[config.mk]
export PLATFORM = sky130hd
export DESIGN_NAME = sirv_gnrl_wbck_arb
export DESIGN_NICKNAME = d
export VERILOG_FILES = /design/src/rtl/sirv_gnrl_wbck_arb.sv
export SDC_FILE = /design/constraint.sdc
export NUM_CORES = 1
export LEC_CHECK = 0
export ABC_AREA = 1
export BUFFER_PORTS_ARGS = -buffer_cell sky130_fd_sc_hd__buf_4
export CAP_MARGIN = 20
export CORE_ASPECT_RATIO = 1.2
export CORE_MARGIN = 3
export CORE_UTILIZATION = 35
export CTS_CLUSTER_DIAMETER = 80
export DETAILED_ROUTE_END_ITERATION = 8
export GPL_TIMING_DRIVEN = 0
export HOLD_SLACK_MARGIN = 0.02
export PLACE_DENSITY = 0.81
export RECOVER_POWER = 25
export SYNTH_ARGS = -nofsm -noshare
export SYNTH_HDL_FRONTEND = slang
export SYNTH_SLANG_ARGS = --single-unit
[constraint.sdc]
create_clock -name clk -period 2.44 [get_ports clk]
set_input_delay 0.122 -clock clk [delete_from_list [all_inputs] [get_ports clk]]
set_output_delay 0.122 -clock clk [all_outputs]
set_load 0.05 [all_outputs]
[src/rtl/sirv_gnrl_wbck_arb.sv]
// ---------------------------------------------------------------------------
// sirv_gnrl_wbck_arb
//   Write-back arbiter: NUM requesters (ALU, LSU, MulDiv, CSR, ...) share a
//   single register-file write port. One request is accepted per cycle and
//   captured in a single output stage, which drives the bank's load enable,
//   address and data straight from flops.
//
//   Build option:
//     SIRV_WBCK_ARB_FIXED_PRIO_EN  defined   -> fixed priority, lowest index
//                                               wins, no rotating pointer
//                                  undefined -> round-robin (default)
//
// Ports:
//   clk        sole clock, rising edge
//   rst_n      synchronous active-low reset
//   req_valid  [NUM]     per-requester write request
//   req_ready  [NUM]     per-requester accept (valid & ready = transfer)
//   req_addr   [NUM*AW]  packed addresses, requester i at [i*AW +: AW]
//   req_data   [NUM*DW]  packed data, requester i at [i*DW +: DW]
//   rf_wen     write request to the register bank
//   rf_waddr   write address
//   rf_wdata   write data
//   rf_ready   bank accepts the write this cycle
//   busy       stage occupied or any request pending
// ---------------------------------------------------------------------------
module sirv_gnrl_wbck_arb #(
    parameter int NUM = 4,
    parameter int DW  = 32,
    parameter int AW  = 5
) (
    input  logic                clk,
    input  logic                rst_n,
    input  logic [NUM-1:0]      req_valid,
    output logic [NUM-1:0]      req_ready,
    input  logic [NUM*AW-1:0]   req_addr,
    input  logic [NUM*DW-1:0]   req_data,
    output logic                rf_wen,
    output logic [AW-1:0]       rf_waddr,
    output logic [DW-1:0]       rf_wdata,
    input  logic                rf_ready,
    output logic                busy
);

    localparam int PW = (NUM > 1) ? $clog2(NUM) : 1;

    // Index wrap for the rotating scan; operands never exceed 2*NUM-2.
    function automatic int wrap(input int a);
        return (a >= NUM) ? (a - NUM) : a;
    endfunction

    logic              r_stg_vld;
    logic [AW-1:0]     r_stg_addr;
    logic [DW-1:0]     r_stg_data;

    logic [PW-1:0]     w_ptr;
    logic [PW-1:0]     w_ptr_nxt;
    logic [NUM-1:0]    w_grant;
    logic [PW-1:0]     w_win;
    logic              w_found;
    logic              w_stage_free;
    logic              w_xfer;
    logic [AW-1:0]     w_sel_addr;
    logic [DW-1:0]     w_sel_data;

`ifdef SIRV_WBCK_ARB_FIXED_PRIO_EN
    // Fixed priority: the scan always starts at index 0.
    assign w_ptr = '0;
`else
    logic [PW-1:0]     r_ptr;

    always_ff @(posedge clk) begin
        if (!rst_n)
            r_ptr <= '0;
        else if (w_xfer)
            r_ptr <= w_ptr_nxt;
    end

    assign w_ptr = r_ptr;
`endif

    // First valid bit scanning from w_ptr upward, wrapping. Depends only on
    // req_valid and the pointer, never on address or data.
    always_comb begin
        w_grant = '0;
        w_win   = '0;
        w_found = 1'b0;
        for (int k = 0; k < NUM; k++) begin
            if (!w_found && req_valid[wrap(int'(w_ptr) + k)]) begin
                w_found                          = 1'b1;
                w_grant[wrap(int'(w_ptr) + k)]   = 1'b1;
                w_win                            = PW'(wrap(int'(w_ptr) + k));
            end
        end
    end

    assign w_ptr_nxt    = (w_win == PW'(NUM - 1)) ? '0 : w_win + 1'b1;

    // Stage can take a new entry when empty or being drained this cycle.
    assign w_stage_free = !r_stg_vld || rf_ready;
    assign req_ready    = w_stage_free ? w_grant : '0;
    assign w_xfer       = |req_ready;

    // Grant is one-hot, so an OR-mux selects the winner's payload.
    always_comb begin
        w_sel_addr = '0;
        w_sel_data = '0;
        for (int i = 0; i < NUM; i++) begin
            if (w_grant[i]) begin
                w_sel_addr = w_sel_addr | req_addr[i*AW +: AW];
                w_sel_data = w_sel_data | req_data[i*DW +: DW];
            end
        end
    end

    // Output stage: reload on transfer (covers back-to-back drain+load),
    // clear valid on a bare drain; address/data hold otherwise.
    always_ff @(posedge clk) begin
        if (!rst_n) begin
            r_stg_vld  <= 1'b0;
            r_stg_addr <= '0;
            r_stg_data <= '0;
        end else if (w_xfer) begin
            r_stg_vld  <= 1'b1;
            r_stg_addr <= w_sel_addr;
            r_stg_data <= w_sel_data;
        end else if (r_stg_vld && rf_ready) begin
            r_stg_vld  <= 1'b0;
        end
    end

    assign rf_wen   = r_stg_vld;
    assign rf_waddr = r_stg_addr;
    assign rf_wdata = r_stg_data;
    assign busy     = r_stg_vld || (|req_valid);

endmodule

* After elaboration in Yosys (flattened, before gate mapping)
Cells that the tools add are included.
** Storage, ports and cells
- Register bits :: 40
- Input bits :: 155
- Logic and storage cells :: 98
- Output and inout port bits :: 43
** Cells by class
- Add/subtract/negate cells :: 8
- Magnitude comparators :: 12
- Bitwise operators :: 9
- Equal/unequal tests :: 1
- Reduce and logical (&&, ||, !) cells :: 17
- Mux-type cells :: 47
** Operators with widths (number)
- $mux 32 :: 8
- $ge 32x1->1 const B :: 4
- $lt 32x4->1 const B :: 4
- $or 32x32->32 :: 3
- $mux 4 :: 5
- $mux 5 :: 4
- $mux 1 :: 17
- $or 5x5->5 :: 3
- $or 4x4->4 :: 3
- $sub 3x3->4 const B :: 3
- $mux 2 :: 5
- $ge 3x3->1 const B :: 3
- $bmux 1 s2 :: 4
- $demux 1 s2 :: 4
- $logic_and 1x1->1 :: 8
- $reduce_or 4->1 :: 2
- $add 2x2->3 const B :: 2
- $logic_not 1->1 :: 4
- $sub 2x3->4 const B :: 1
- $add 2x1->3 const B :: 1
- $ge 2x3->1 const B :: 1
- $add 2x1->2 const B :: 1
- $eq 2x2->1 const B :: 1
- $logic_or 1x1->1 :: 2
- $reduce_bool 2->1 :: 1

* Longest topological paths before layout
- Word-level depth :: 22
- Depth in mapped cells :: 16
- Gate-level depth less buffers :: 15

* Least setup slack after synthesis
OpenSTA, ideal clock, no wires.
- Kind :: reg2out
- Start point :: register r_ptr[1]
- End point :: output port req_ready[1]
- Data arrival time :: 2190 ps
- Cell stages (with the launch flop) :: 13
- Path buffers :: 2
- Slack :: 128 ps
- Data required time :: 2318 ps
- Cell sequence :: dfxtp_1 -> inv_1 -> ha_1 -> inv_1 -> nand3_1 -> nand2_1 -> nor2_1 -> a21boi_0 -> nand3_1 -> buf_4 -> buf_4 -> nand2_1 -> inv_1
** On the way
- Word-level cells in the longest chain between the ends :: 16
- Elaborated cells on any way between the ends :: 64
- Classes of those cells :: 7 x add/sub; 12 x order compare; 32 x mux; 3 x bitwise; 10 x reduce/logical
** RTL lines
- start, declared :: line 69 : logic [PW-1:0] r_ptr;
- start signal, assigned :: line 75 : r_ptr <= w_ptr_nxt;
- parallel branches: the longest is 14 deep, another holds $ge 32x1->1
- $mux 4 (*) :: line 88 : if (!w_found && req_valid[wrap(int'(w_ptr) + k)]) begin
- $mux 4 (*) :: line 100 : assign req_ready = w_stage_free ? w_grant : '0;
- end, declared :: line 34 : output logic [NUM-1:0] req_ready,
Every way passes the cells marked *. The select of a mux whose other input is x is not followed.

==> flow_metrics.tcl <==
set metrics [dict create \
    outcome "finished clean" \
    met1_usage_pct 26.1 \
    multi_input_area_um2 1850 \
    die_h_um 105 \
    power_switching_mw 4.61 \
    crit_buf_inv 7 \
    cts.sinks 40 \
    antenna_left 0 \
    met2_usage_pct 41.8 \
    min_delay_path_depth 5 \
    drive_gt1_share_pct 35.0 \
    hold-worst-slack_ns 0.158 \
    cts_tree "done" \
    critPathTopFamily "buffers and inverters" \
    viasPerCell 4.92 \
    die_area_um2 9250 \
    regToRegEndpoint "rf_wdata[21]" \
    layout.nets 881 \
    worstHoldStart "req_data[60]" \
    finalCritPeriodShare_pct 97.4 \
    hpwl_mm 8.44 \
    cellLeakagePower_nw 2.52 \
    end_kind "register" \
    fmax_mhz 421 \
    syn_inst 497 \
    cts_made_buffers 5 \
    most-common-layout-cells "214 x nand2_1, 196 x buf_4, 88 x nor2_1, 38 x dfxtp_1, 31 x o21ai_0" \
    worst_pin_slew_ns 0.641 \
    vias 4002 \
    pin_count 198 \
    ir_drop_mv 0.790 \
    crit_required_ns 2.63 \
    synth.area.top_cells "nand2_1 28%, dfxtp_1 28%, nor2_1 12%, nand4_1 6.4%, o21ai_0 5.5%" \
    place_congestion 0.848 \
    relSlewSlack_pct 57.5 \
    final-setup-viol-count 0 \
    synthToLayoutAreaGrowth_pct 69.0 \
    slowest_stage "dfxtp_4" \
    post-route-util_pct 61.7 \
    drc 0 \
    regArea_um2 808 \
    syn_area_per_cell_um2 5.72 \
    use_met3_pct 3.47 \
    grt_pass1_vias 3699 \
    mostFrequentLayoutCell "nand2_1" \
    grt_usage_pct 22.5 \
    core_um2 7790 \
    fin_crit_ns 2.38 \
    dp_cells 785 \
    min_delay_worst_endpoint "rf_wdata[28]" \
    yosys.area.top_type "nand2_1" \
    synth_top_area_share_pct 28.4 \
    n_antenna_cell 0 \
    wl_per_cell_um 13.9 \
    finalHoldViolCount 0 \
    layoutNonFillerInstCount 814 \
    cts_root_buffer "clkbuf_8" \
    initial_core_util_pct 36.5 \
    grt_max_degree 20 \
    crit_chain "inv_8, ha_4, nand3_1, nand2_2, nor2_4, buf_6, buf_6, nand3_2, nand3_2, buf_6, buf_8, buf_4, buf_4, nand2_1, nand4_1, nor2_1, nor2_1" \
    drv_slew 0 \
    reg2reg_depth 17 \
    p_comb_share_pct 80.1 \
    powerDensity_nw_per_um2 1760 \
    power_frac_clock_pct 7.0 \
    wirelength_mm 11.3 \
    path_common_cell "buf_6" \
    synth_seq_area_share_pct 28.1 \
    overflow 0 \
    port_buffers 196 \
    synth_cell_types 23 \
    startpoint_type "register" \
    synth_seq_cells 40 \
    fp.dieW_um 88.3 \
    clock_skew_ns 0.00516 \
    yosys_warnings 0 \
    num_rows 35 \
    cp_slowest_stage_delay_ns 0.39 \
    p_sw_share_pct 54.5 \
    syn-num-nets 657 \
    clockBufferDepth 2 \
    drt-initial-drc-count 166 \
    cp_max_fo 7 \
    clkLatencyLatePin_ns 0.29 \
    path_class "register to register" \
    regToRegSetupSlack_ns 0.06 \
    fin_setup_tns_ns 0 \
    grt_pass1_wl_mm 16.9 \
    ctsHoldBuffers 0 \
    fill_cells 749 \
    busiest_layer "met2" \
    power_frac_seq_pct 12.9 \
    netlist_area_um2 2850 \
    htree_levels 2 \
    cap_viol_max_count 0 \
    cp.arrival_ns 2.56 \
    dr.pass1.iters 6 \
    p_int_mw 3.84 \
    antenna_found_initial 0 \
    hp-class "primary input to register" \
    clk_pin_slew_worst_paths_ns 0.08 \
]
-- Yosys cell counts --
cell type  number
buf_4          14
buf_2           9
nand2_4         1
a21oi_1         2
ha_1            5
a21oi_2         1
inv_2           2
buf_6           3
nor2_2          1
nand2_1       215
xor2_1          1
a21boi_0        5
dfxtp_1        40
o21ai_1         2
nor3_1          1
nand3_1        23
inv_1          15
o21ai_0        31
nand3_2         1
nor2_1         89
nand2_2         3
clkbuf_1        4
nand4_1        29
-- flip-flops by register name (all words and copies together), names as in the netlist, named ones only --
register,count
rf_wen,1
r_ptr,1
rf_wdata,32
rf_waddr,5
-- cells by family (layout without fill, tap and decap cells) --
family | count (synthesis) | in the layout | share of synthesized area, %
XOR/XNOR | 1 | 1 | 0.308
buffers and inverters | 47 | 272 | 9.23
AND/OR/NAND/NOR | 363 | 363 | 52.3
adder cells (fa/ha/maj) | 5 | 5 | 2.20
flip-flops | 40 | 40 | 28.1
AO/OA/AOI/OAI | 41 | 41 | 7.78
-- through the flow --
step / area (um2) / setup slack (ns) / total power [mW]
final: 4810 / 0.0646 / 8.45
after global routing: 4810 / -0.0502 / 9.23
after CTS: 4650 / 0.000402 / 8.03
after detailed placement: 4430 / -0.228 / 7.22
after global placement: 4430 / -0.130 / 7.11
after floorplan: 2850 / 0.128 / 5.56
-- cell type report --
class	instances	share of cell area, %
Buffer	29	5.00
Inverter	17	1.59
Multi-Input combinational cell	410	38.5
Timing Repair Buffer	218	33.1
Clock buffer	7	2.00
Sequential cell	40	16.8
Clock inverter	1	0.625
Tap cell	92	2.39
-- tightest hold or removal path, delay by kind of cell --
| family | cells | cell delay (ns) |
|---|---|---|
| buf+inv | 1 | 0.08 |
| simple gates | 4 | 0.22 |
-- per-layer routing --
| layer | up-vias | share of wire, % | wire length, um |
|---|---|---|---|
| met2 | 142 | 53 | 6010 |
| met5 | - | 0 | 0 |
| li1 | 2025 | - | - |
| met4 | 0 | 1.7 | 187 |
| met1 | 1818 | 39 | 4400 |
| met3 | 17 | 6.2 | 702 |
-- power groups by stage --
stage | Clock, mW | Sequential [mW] | Combinational (mW)
global route | 0.624 | 1.12 | 7.49
detailed placement | 0 | 1.09 | 6.12
CTS | 0.605 | 1.08 | 6.34
floorplan | 0 | 1.86 | 3.69
global placement | 0 | 1.09 | 6.03
finish | 0.591 | 1.09 | 6.78
-- how the worst max path moves through the flow --
stage	startpoint	to	slack (ns)	cells after the start
final	register	rf_wdata[21]	0.06	17
after global routing	r_ptr[1]	rf_wdata[21]	-0.05	18
after CTS	register	req_ready[2]	0.0004	14
after detailed placement	r_ptr[1]	req_ready[1]	-0.23	13
after global placement	r_ptr[1]	req_ready[1]	-0.13	13
after floorplan	r_ptr[1]	req_ready[1]	0.13	12
-- repair_timing --
action | 4_1_cts | 5_1_grt
endpoints found under the setup margin | 44 | 34
pin swaps | 0 | 5
setup buffers | 4 | 18
resized for setup | 18 | 25
Note: power is estimated with default switching activity, not from simulation.
